<file path="src/rtl/stall_ctrl_pkg.sv">
// Shared types and encodings for the ID-stage stall controller.
// Tuse/Tnew encodings follow the decode stage's classification of each instruction.
package stall_ctrl_pkg;

    localparam int MD_CNT_W = 4;

    typedef logic [4:0]          reg_idx_t;
    typedef logic [1:0]          tuse_t;
    typedef logic [1:0]          tnew_t;
    typedef logic [MD_CNT_W-1:0] md_cnt_t;

    localparam tuse_t TUSE_BRANCH = 2'd0;
    localparam tuse_t TUSE_ALU    = 2'd1;
    localparam tuse_t TUSE_STORE  = 2'd2;
    localparam tuse_t TUSE_NONE   = 2'd3;

    localparam tnew_t TNEW_NONE = 2'd0;
    localparam tnew_t TNEW_ALU  = 2'd1;
    localparam tnew_t TNEW_LOAD = 2'd2;

    // One shadowed pipeline stage: destination register and cycles until its result exists.
    typedef struct packed {
        reg_idx_t rd;
        tnew_t    tnew;
    } sb_entry_t;

    function automatic tnew_t age_tnew(input tnew_t tnew);
        return (tnew == TNEW_NONE) ? TNEW_NONE : tnew_t'(tnew - 2'd1);
    endfunction

    // A source stalls when its producer is still in flight and cannot forward in time.
    function automatic logic src_hazard(input reg_idx_t src, input tuse_t tuse,
                                        input sb_entry_t ent);
        return (src != '0) && (src == ent.rd) && (tuse != TUSE_NONE) && (ent.tnew > tuse);
    endfunction

endpackage

</file>
<file path="src/rtl/stall_ctrl_if.sv">
// Decode-side bundle: ID instruction attributes in, stall and hold enables back out.
interface stall_ctrl_if;
    import stall_ctrl_pkg::*;

    reg_idx_t id_rs;
    reg_idx_t id_rt;
    tuse_t    id_tuse_rs;
    tuse_t    id_tuse_rt;
    reg_idx_t id_wr_reg;
    tnew_t    id_tnew;
    logic     id_md_start;
    logic     id_md_is_div;
    logic     id_md_use;
    logic     stall;
    logic     pc_en;
    logic     if_id_en;
    logic     md_busy;

    modport master (
        output id_rs, id_rt, id_tuse_rs, id_tuse_rt, id_wr_reg, id_tnew,
               id_md_start, id_md_is_div, id_md_use,
        input  stall, pc_en, if_id_en, md_busy
    );

    modport slave (
        input  id_rs, id_rt, id_tuse_rs, id_tuse_rt, id_wr_reg, id_tnew,
               id_md_start, id_md_is_div, id_md_use,
        output stall, pc_en, if_id_en, md_busy
    );

endinterface

</file>
<file path="src/rtl/stall_ctrl_md_busy_counter.sv">
// Down-counter modelling the multi-cycle mult/div unit; loads when the op sits in EX.
module stall_ctrl_md_busy_counter
    import stall_ctrl_pkg::*;
#(
    parameter int MULT_CYCLES = 5,
    parameter int DIV_CYCLES  = 10
) (
    input  logic    clk,
    input  logic    reset,
    input  logic    load,
    input  logic    is_div,
    output md_cnt_t md_cnt,
    output logic    md_busy
);

    localparam md_cnt_t MULT_LOAD = md_cnt_t'(MULT_CYCLES);
    localparam md_cnt_t DIV_LOAD  = md_cnt_t'(DIV_CYCLES);
    localparam md_cnt_t CNT_ONE   = md_cnt_t'(1);

    md_cnt_t md_cnt_d;
    md_cnt_t md_cnt_q;

    always_comb begin
        md_cnt_d = md_cnt_q;
        if (reset) begin
            md_cnt_d = '0;
        end else if (load) begin
            md_cnt_d = is_div ? DIV_LOAD : MULT_LOAD;
        end else if (md_cnt_q != '0) begin
            md_cnt_d = md_cnt_q - CNT_ONE;
        end
    end

    always_ff @(posedge clk) begin
        md_cnt_q <= md_cnt_d;
    end

    assign md_cnt  = md_cnt_q;
    assign md_busy = (md_cnt_q != '0);

endmodule

</file>
<file path="src/rtl/stall_ctrl.sv">
// ID-stage stall generation: EX/MEM scoreboard for RAW hazards plus mult/div busy interlock.
// Stall is purely combinational from the ID inputs and the registered scoreboard.
module stall_ctrl
    import stall_ctrl_pkg::*;
#(
    parameter int MULT_CYCLES = 5,
    parameter int DIV_CYCLES  = 10
) (
    input  logic         clk,
    input  logic         reset,
    stall_ctrl_if.slave  id_if
);

    sb_entry_t ex_d,     ex_q;
    logic      ex_md_d,  ex_md_q;
    logic      ex_div_d, ex_div_q;
    sb_entry_t mem_d,    mem_q;

    md_cnt_t   md_cnt;
    logic      md_busy;

    logic      hazard_rs;
    logic      hazard_rt;
    logic      md_term;
    logic      stall_raw;

    stall_ctrl_md_busy_counter #(
        .MULT_CYCLES (MULT_CYCLES),
        .DIV_CYCLES  (DIV_CYCLES)
    ) u_md_cnt (
        .clk     (clk),
        .reset   (reset),
        .load    (ex_md_q),
        .is_div  (ex_div_q),
        .md_cnt  (md_cnt),
        .md_busy (md_busy)
    );

    // EX and MEM matches are simply ORed; checking EX first would give the same answer.
    always_comb begin
        hazard_rs = src_hazard(id_if.id_rs, id_if.id_tuse_rs, ex_q)
                  | src_hazard(id_if.id_rs, id_if.id_tuse_rs, mem_q);
        hazard_rt = src_hazard(id_if.id_rt, id_if.id_tuse_rt, ex_q)
                  | src_hazard(id_if.id_rt, id_if.id_tuse_rt, mem_q);
        // ex_md closes the one-cycle gap before the counter has been loaded.
        md_term   = id_if.id_md_use && ((md_cnt != '0) || ex_md_q);
        stall_raw = hazard_rs | hazard_rt | md_term;
    end

    always_comb begin
        ex_d     = ex_q;
        ex_md_d  = ex_md_q;
        ex_div_d = ex_div_q;
        mem_d    = mem_q;
        if (reset) begin
            ex_d     = '0;
            ex_md_d  = 1'b0;
            ex_div_d = 1'b0;
            mem_d    = '0;
        end else begin
            // A stalled instruction leaves a bubble in EX, mirroring the ID/EX register.
            if (stall_raw) begin
                ex_d     = '0;
                ex_md_d  = 1'b0;
                ex_div_d = 1'b0;
            end else begin
                ex_d.rd   = id_if.id_wr_reg;
                ex_d.tnew = id_if.id_tnew;
                ex_md_d   = id_if.id_md_start;
                ex_div_d  = id_if.id_md_start & id_if.id_md_is_div;
            end
            mem_d.rd   = ex_q.rd;
            mem_d.tnew = age_tnew(ex_q.tnew);
        end
    end

    always_ff @(posedge clk) begin
        ex_q     <= ex_d;
        ex_md_q  <= ex_md_d;
        ex_div_q <= ex_div_d;
        mem_q    <= mem_d;
    end

    assign id_if.stall    = !reset && stall_raw;
    assign id_if.pc_en    = !id_if.stall;
    assign id_if.if_id_en = !id_if.stall;
    assign id_if.md_busy  = md_busy;

endmodule
</file>
<file path="src/flat_wrapper.sv">
// flat-port wrapper written by rule: the top's interface ports become plain ports
module stall_ctrl_flat import stall_ctrl_pkg::*;
#(
    parameter int MULT_CYCLES = 5,
    parameter int DIV_CYCLES  = 10
)
  (clk, reset, id_if_id_rs, id_if_id_rt, id_if_id_tuse_rs, id_if_id_tuse_rt, id_if_id_wr_reg, id_if_id_tnew, id_if_id_md_start, id_if_id_md_is_div, id_if_id_md_use, id_if_stall, id_if_pc_en, id_if_if_id_en, id_if_md_busy);
  stall_ctrl_if id_if_i ();
  input  logic clk;
  input  logic reset;
  input wire logic [$bits(id_if_i.id_rs)-1:0] id_if_id_rs;
  input wire logic [$bits(id_if_i.id_rt)-1:0] id_if_id_rt;
  input wire logic [$bits(id_if_i.id_tuse_rs)-1:0] id_if_id_tuse_rs;
  input wire logic [$bits(id_if_i.id_tuse_rt)-1:0] id_if_id_tuse_rt;
  input wire logic [$bits(id_if_i.id_wr_reg)-1:0] id_if_id_wr_reg;
  input wire logic [$bits(id_if_i.id_tnew)-1:0] id_if_id_tnew;
  input wire logic [$bits(id_if_i.id_md_start)-1:0] id_if_id_md_start;
  input wire logic [$bits(id_if_i.id_md_is_div)-1:0] id_if_id_md_is_div;
  input wire logic [$bits(id_if_i.id_md_use)-1:0] id_if_id_md_use;
  output wire logic [$bits(id_if_i.stall)-1:0] id_if_stall;
  output wire logic [$bits(id_if_i.pc_en)-1:0] id_if_pc_en;
  output wire logic [$bits(id_if_i.if_id_en)-1:0] id_if_if_id_en;
  output wire logic [$bits(id_if_i.md_busy)-1:0] id_if_md_busy;
  assign id_if_i.id_rs = id_if_id_rs;
  assign id_if_i.id_rt = id_if_id_rt;
  assign id_if_i.id_tuse_rs = id_if_id_tuse_rs;
  assign id_if_i.id_tuse_rt = id_if_id_tuse_rt;
  assign id_if_i.id_wr_reg = id_if_id_wr_reg;
  assign id_if_i.id_tnew = id_if_id_tnew;
  assign id_if_i.id_md_start = id_if_id_md_start;
  assign id_if_i.id_md_is_div = id_if_id_md_is_div;
  assign id_if_i.id_md_use = id_if_id_md_use;
  assign id_if_stall = id_if_i.stall;
  assign id_if_pc_en = id_if_i.pc_en;
  assign id_if_if_id_en = id_if_i.if_id_en;
  assign id_if_md_busy = id_if_i.md_busy;
  stall_ctrl #(.MULT_CYCLES(MULT_CYCLES), .DIV_CYCLES(DIV_CYCLES)) u_core (.clk(clk), .reset(reset), .id_if(id_if_i));
endmodule
</file>
<file path="config.mk">
export PLATFORM = sky130hd
export DESIGN_NAME = stall_ctrl_flat
export DESIGN_NICKNAME = d
export VERILOG_FILES = /design/src/rtl/stall_ctrl_pkg.sv /design/src/rtl/stall_ctrl_if.sv /design/src/rtl/stall_ctrl_md_busy_counter.sv /design/src/rtl/stall_ctrl.sv /design/src/flat_wrapper.sv
export SDC_FILE = /design/constraint.sdc
export NUM_CORES = 1
export LEC_CHECK = 0
export BUFFER_PORTS_ARGS = -buffer_cell sky130_fd_sc_hd__buf_2
export CORE_ASPECT_RATIO = 1.25
export CORE_MARGIN = 8
export CORE_UTILIZATION = 45
export CTS_BUF_LIST = sky130_fd_sc_hd__clkbuf_2
export DETAILED_ROUTE_END_ITERATION = 16
export PLACE_DENSITY = 0.69
export SYNTH_ARGS = -nofsm -noshare
export SYNTH_HDL_FRONTEND = slang
export SYNTH_SLANG_ARGS = --single-unit
</file>
<file path="constraint.sdc">
create_clock -name clk -period 3.4 [get_ports clk]
set_clock_uncertainty 0.15 [all_clocks]
set_input_delay 0.68 -clock clk [delete_from_list [all_inputs] [get_ports clk]]
set_output_delay 0.68 -clock clk [all_outputs]
set_load 0.05 [all_outputs]
</file>
Yosys cells after proc, flatten, opt, wreduce, memory -nomap -nowiden
Cells that the tools add are included.

storage, ports and cells
  register bits = 20
  bits of input ports = 26
  output and inout bits = 4
  word-level logic and storage cells = 51

operators by class
  add/sub/neg operators = 2
  magnitude comparators = 4
  equal/unequal tests = 6
  multiplexer cells = 3
  bitwise logic cells = 5
  reduce and logical (&&, ||, !) cells = 24

operators by type and width
  operator               count
  $eq A5 B5 Y1           4
  $logic_and A1 B1 Y1    14
  $mux W4                3
  $reduce_bool A5 Y1     2
  $gt A2 B2 Y1           4
  $ne A2 B2 Y1 const B   2
  $or A1 B1 Y1           4
  $reduce_bool A4 Y1     1
  $reduce_or A2 Y1       2
  $sub A4 B1 Y4 const B  1
  $logic_not A1 Y1       2
  $logic_not A2 Y1       1
  $reduce_bool A2 Y1     1
  $sub A2 B1 Y2 const B  1
  $and A1 B1 Y1          1
  $logic_or A1 B1 Y1     1

Depth between registers and ports, before layout
  depth in word-level cells = 9
  gate-level depth with buffers = 9

By module
From an unflattened synthesis, not the netlist that was laid out.

unflattened totals
  cell total of the unflattened synthesis = 137
  area total of the unflattened synthesis = 1286.2 sq um

modules (own cells, without submodules)
  module                      times used  cells an instance  area each (sq um)  sequential area each (sq um)
  stall_ctrl                  1           111                1053.5             320.3
  stall_ctrl_md_busy_counter  1           26                 232.7              80.1

Worst setup path before layout
Ideal clock, no wire load.

  path kind = register to output
  start = register u_core.u_md_cnt.md_cnt_q[0], in the netlist u_core.u_md_cnt.md_cnt[0]
  end = output id_if_pc_en
  data arrival time = 2861 ps
  path slack = -291 ps
  cell stages (with the launch flop) = 9
  path buffers = 3
  cells stage by stage = dfxtp_1 -> inv_1 -> ha_1 -> or3b_2 -> clkbuf_1 -> o21a_1 -> buf_2 -> o31ai_2 -> buf_4

on the way
  cells in the longest elaborated chain, start to end = 6

RTL lines
  element                 RTL line                          RTL
  from (decl)             stall_ctrl_md_busy_counter.sv:21  md_cnt_t md_cnt_q;
  from (signal assigned)  stall_ctrl_md_busy_counter.sv:35  md_cnt_q <= md_cnt_d;
  $reduce_bool A4 Y1      --
  via id_if_md_busy       flat_wrapper.sv:23                output wire logic [$bits(id_if_i.md_busy)-1:0] id_if_md_busy;
  $logic_or A1 B1 Y1      stall_ctrl.sv:46                  md_term = id_if.id_md_use && ((md_cnt != '0) || ex_md_q);
  $logic_and A1 B1 Y1     stall_ctrl.sv:46
  $or A1 B1 Y1            stall_ctrl.sv:47                  stall_raw = hazard_rs | hazard_rt | md_term;
  $logic_and A1 B1 Y1     stall_ctrl.sv:84                  assign id_if.stall = !reset && stall_raw;
  $logic_not A1 Y1        stall_ctrl.sv:85                  assign id_if.pc_en = !id_if.stall;
  to (decl)               flat_wrapper.sv:21                output wire logic [$bits(id_if_i.pc_en)-1:0] id_if_pc_en;

The timed path passes the listed nets, and every way through them passes these cells.

Worst setup path in the final report
  start = input id_if_id_tuse_rs[1]
  end = output id_if_if_id_en

on the way
  cells in the longest elaborated chain, start to end = 8
  elaborated cells between the ends (all ways) = 12
  classes of those cells = order compare (2); eq/ne (1); bitwise (3); reduce/logical (6)

RTL lines
  element                           RTL line              RTL
  from (decl)                       flat_wrapper.sv:13    input wire logic [$bits(id_if_i.id_tuse_rs)-1:0] id_if_id_tuse_rs;
  $ne A2 B2 Y1                      stall_ctrl_pkg.sv:34  return (src != '0) && (src == ent.rd) && (tuse != TUSE_NONE) && (ent.tnew > tuse);
  $logic_and A1 B1 Y1 (2 in a row)  stall_ctrl_pkg.sv:34
  $or A1 B1 Y1 *                    stall_ctrl.sv:42      | src_hazard(id_if.id_rs, id_if.id_tuse_rs, mem_q);
  $or A1 B1 Y1 * (2 in a row)       stall_ctrl.sv:47
  $logic_and A1 B1 Y1 *             stall_ctrl.sv:84
  $logic_not A1 Y1 *                stall_ctrl.sv:86      assign id_if.if_id_en = !id_if.stall;
  to (decl)                         flat_wrapper.sv:22    output wire logic [$bits(id_if_i.if_id_en)-1:0] id_if_if_id_en;

Every way passes the cells marked *; elsewhere a longest branch is shown, timed or not.

==> qor.yml <==
timing:
  finalSetupViolations: 0
  min_period_ns: 3.301
  fmax_ghz: 0.3030
  relSlewSlack: 0.7300
  worst_slack_ns: 0.09930
  hold_violations: 0
  final-max-slew-violation-count: 0
  worst_pin_slew_ns: 0.4050
  rsz0062_at_grt: "no"
  fin_crit_sh: 0.9708
worst_hold_path:
  hp-class: "reg -> reg"
  hold_depth: 1
  min_from: "u_core.ex_q[0]$_SDFF_PP0_"
critical_path:
  worst_setup_path_start_kind: "input port"
  r2r_cells: 9
  critPathMaxFanout: 3
  startpoint: "id_if_id_tuse_rs[1]"
  required_ns: 2.57
  end_kind: "primary output"
  critPathKind: "in -> out"
  crit_arrival_ns: 2.47
  reg2reg_from: "u_core.ex_q[0]$_SDFF_PP0_"
grt:
  grt_util_all_layers: 0.1261
  antenna_found_initial: 0
  first_global_vias: 1160
  met1_usage: 0.1227
  grt_use_met2: 0.2465
  grt_util_met3: 0.03506
  grt-busiest-layer: "met2"
  overflow: 0
  grt_max_degree: 13
  grt_pass1_wl_mm: 4.823
drt:
  remaining_drc_errors: 0
  ant_nets: 0
  firstDrtPassIters: 4
  detail_route.wl_per_cell_um: 14.06
  vias: 1044
  wl_mm: 2.855
  drtIter0Drc: 37
  vias_per_cell: 5.143
power:
  swShare: 0.4153
  pwr-share-comb: 0.495
  cellInternalPower_mw: 0.4781
  p_seq_frac: 0.392
  clock_power_share: 0.113
  power.switching_mw: 0.3396
  power_mw: 0.8177
  leakage_nw: 0.6374
  p_per_area_mw_per_mm2: 548.3
  ir_worst_vdd_mv: 0.3433
final_layout:
  antennaDiodeCount: 0
  final_nets: 207
  syn_to_final_growth_pct: 23.91
  seqCellArea_um2: 400.4
  fillCellCount: 249
  drive_gt1_frac: 0.2840
  multi_input_area_um2: 783.3
clock_tree:
  path_clk_slew_ns: 0.18
  cts_setup_buffers: 0
  cts_inserted_buffers: 3
  clk_latency_ns: 0.29
  cts_tree: "built"
  cts_sinks: 20
  root_buffer: "clkbuf_2"
  h-tree-depth: 1
  ctsLongestPathBuffers: 2
run:
  max_cap_viol_count: 0
synth:
  ys_ff_latch: 20
  synth_cell_types: 30
  syn_area_mm2: 0.001204
  synth_seq_area_share: 0.3326
  synth_nets: 173
  yosysWarningCount: 0
  syn_inst: 136
  postSynthAreaPerCell_um2: 8.850
die:
  fp.dieArea_mm2: 0.004596
  num_rows: 21
  start_util: 0.4627
  fp.coreArea_mm2: 0.002601
  die_h_um: 73.83
  fp.dieW_um: 62.26
  io_pins: 30
place:
  dp_hpwl_mm: 2.393
  port_buffers: 29
  gp_congestion: 0.8309
  preCtsSetupSlack_ns: -0.1633
run_status:
  status: "completed"
## path summary, 6_finish.rpt
check / end / slack, ns
worst min register to register: u_core.mem_q[0]$_SDFF_PP0_ / 0.30
worst max register to register: u_core.ex_md_q$_SDFF_PP0_ / 1.14
worst min-delay path: u_core.mem_q[0]$_SDFF_PP0_ / 0.30
worst max-delay path: id_if_if_id_en / 0.1
## cell usage after synthesis
cell       number  area share
a22oi_1         1      0.0062
o22a_1          1      0.0073
ha_1           11        0.11
xor2_1          6       0.044
nand4_1         2       0.010
a211oi_1        1      0.0062
o31a_2          1      0.0083
o31ai_2         1       0.010
a221oi_2        1       0.012
o21a_1          2       0.012
nand3_1         2      0.0083
buf_4           1      0.0062
or4_2           1      0.0073
nor4_1          8       0.042
nand2b_1        1      0.0052
o2111ai_1       3       0.022
nor2b_1         8       0.042
xnor2_1        17        0.12
clkbuf_1        3      0.0094
inv_1          10       0.031
or3b_2          1      0.0073
buf_6           1      0.0094
a21oi_1         4       0.017
buf_2           1      0.0042
o21ai_0         1      0.0042
or4_1           3       0.019
nand2_1        14       0.044
nor3_1          4       0.017
dfxtp_1        20        0.33
nor2_1          6       0.019
## power groups by stage
stage	Sequential, mW	Clock (mW)	Combinational [mW]
finish	0.321	0.0928	0.404
CTS	0.319	0.0952	0.402
floorplan	0.313	0	0.316
global placement	0.321	0	0.372
global route	0.326	0.105	0.453
detailed placement	0.324	0	0.387
## metal layers
| layer | up-vias | wire length (um) |
|---|---|---|
| li1 | 534 | - |
| met1 | 475 | 1179 |
| met2 | 29 | 1460 |
| met3 | 6 | 159 |
| met4 | 0 | 56 |
| met5 | - | 0 |
## cells by family (layout without fill, tap and decap cells)
group / Yosys count / in the layout / share of synthesized area
AOI/OAI and AO/OA: 16 / 16 / 0.1060
xor gates and xnor gates: 23 / 23 / 0.1674
adders and majority gates: 11 / 11 / 0.1143
buffers and inverters: 16 / 49 / 0.06029
DFF: 20 / 20 / 0.3326
and+or+nand+nor: 50 / 50 / 0.2193
## critical path: stages
cell and delay, ns:
buf_2 0.10, inv_2 0.06, ha_4 0.26, a21oi_1 0.06
or4_4 0.54, a221oi_4 0.36, buf_6 0.16, o31ai_4 0.07
buf_6 0.18
## layout make-up
cell class | instances | area share
multi-input combinational | 100 | 0.5252
clock buffer | 3 | 0.01007
clock inverter | 1 | 0.002517
sequential | 20 | 0.2685
inverter | 10 | 0.02517
timing repair buffer | 35 | 0.1401
tap | 34 | 0.02852
## through the flow
stage | hold slack [ns] | util | cell area (um2) | setup TNS [ns] | cells
after floorplan | 0.2505 | - | 1212 | 0 | 136
after global placement | 0.2666 | 0.5421 | 1410 | -0.1228 | 199
after detailed placement | 0.2894 | 0.5421 | 1410 | -0.4414 | 199
after CTS | 0.3115 | 0.5637 | 1466 | 0 | 203
after global routing | 0.3251 | 0.5734 | 1491 | 0 | 203
final | 0.3034 | 0.5734 | 1491 | 0 | 203
## placed cells by master (no fill, tap or decap), drive strengths merged, types with 2 or more instances in the layout
cell     count
o2111ai      3
o21a         2
nand4        2
or4          4
a21oi        4
nand2       14
inv         10
xor2         6
nand3        2
buf         35
xnor2       17
dfxtp       20
nor2         6
clkbuf       3
nor2b        8
nor3         4
ha          11
nor4         8
## registers in the layout (all words and copies together) (netlist names)
signal,count
u_core.ex_div_q,1
u_core.u_md_cnt.md_cnt,4
u_core.ex_md_q,1
u_core.mem_q,7
u_core.ex_q,7
## what timing repair did
item                                    4_1_cts  5_1_grt
pin swaps                                     4        3
hold buffers                                  0        0
gates resized for setup                       9        3
endpoints found under the setup margin        3        3
Power figures use the tool's default switching activity.
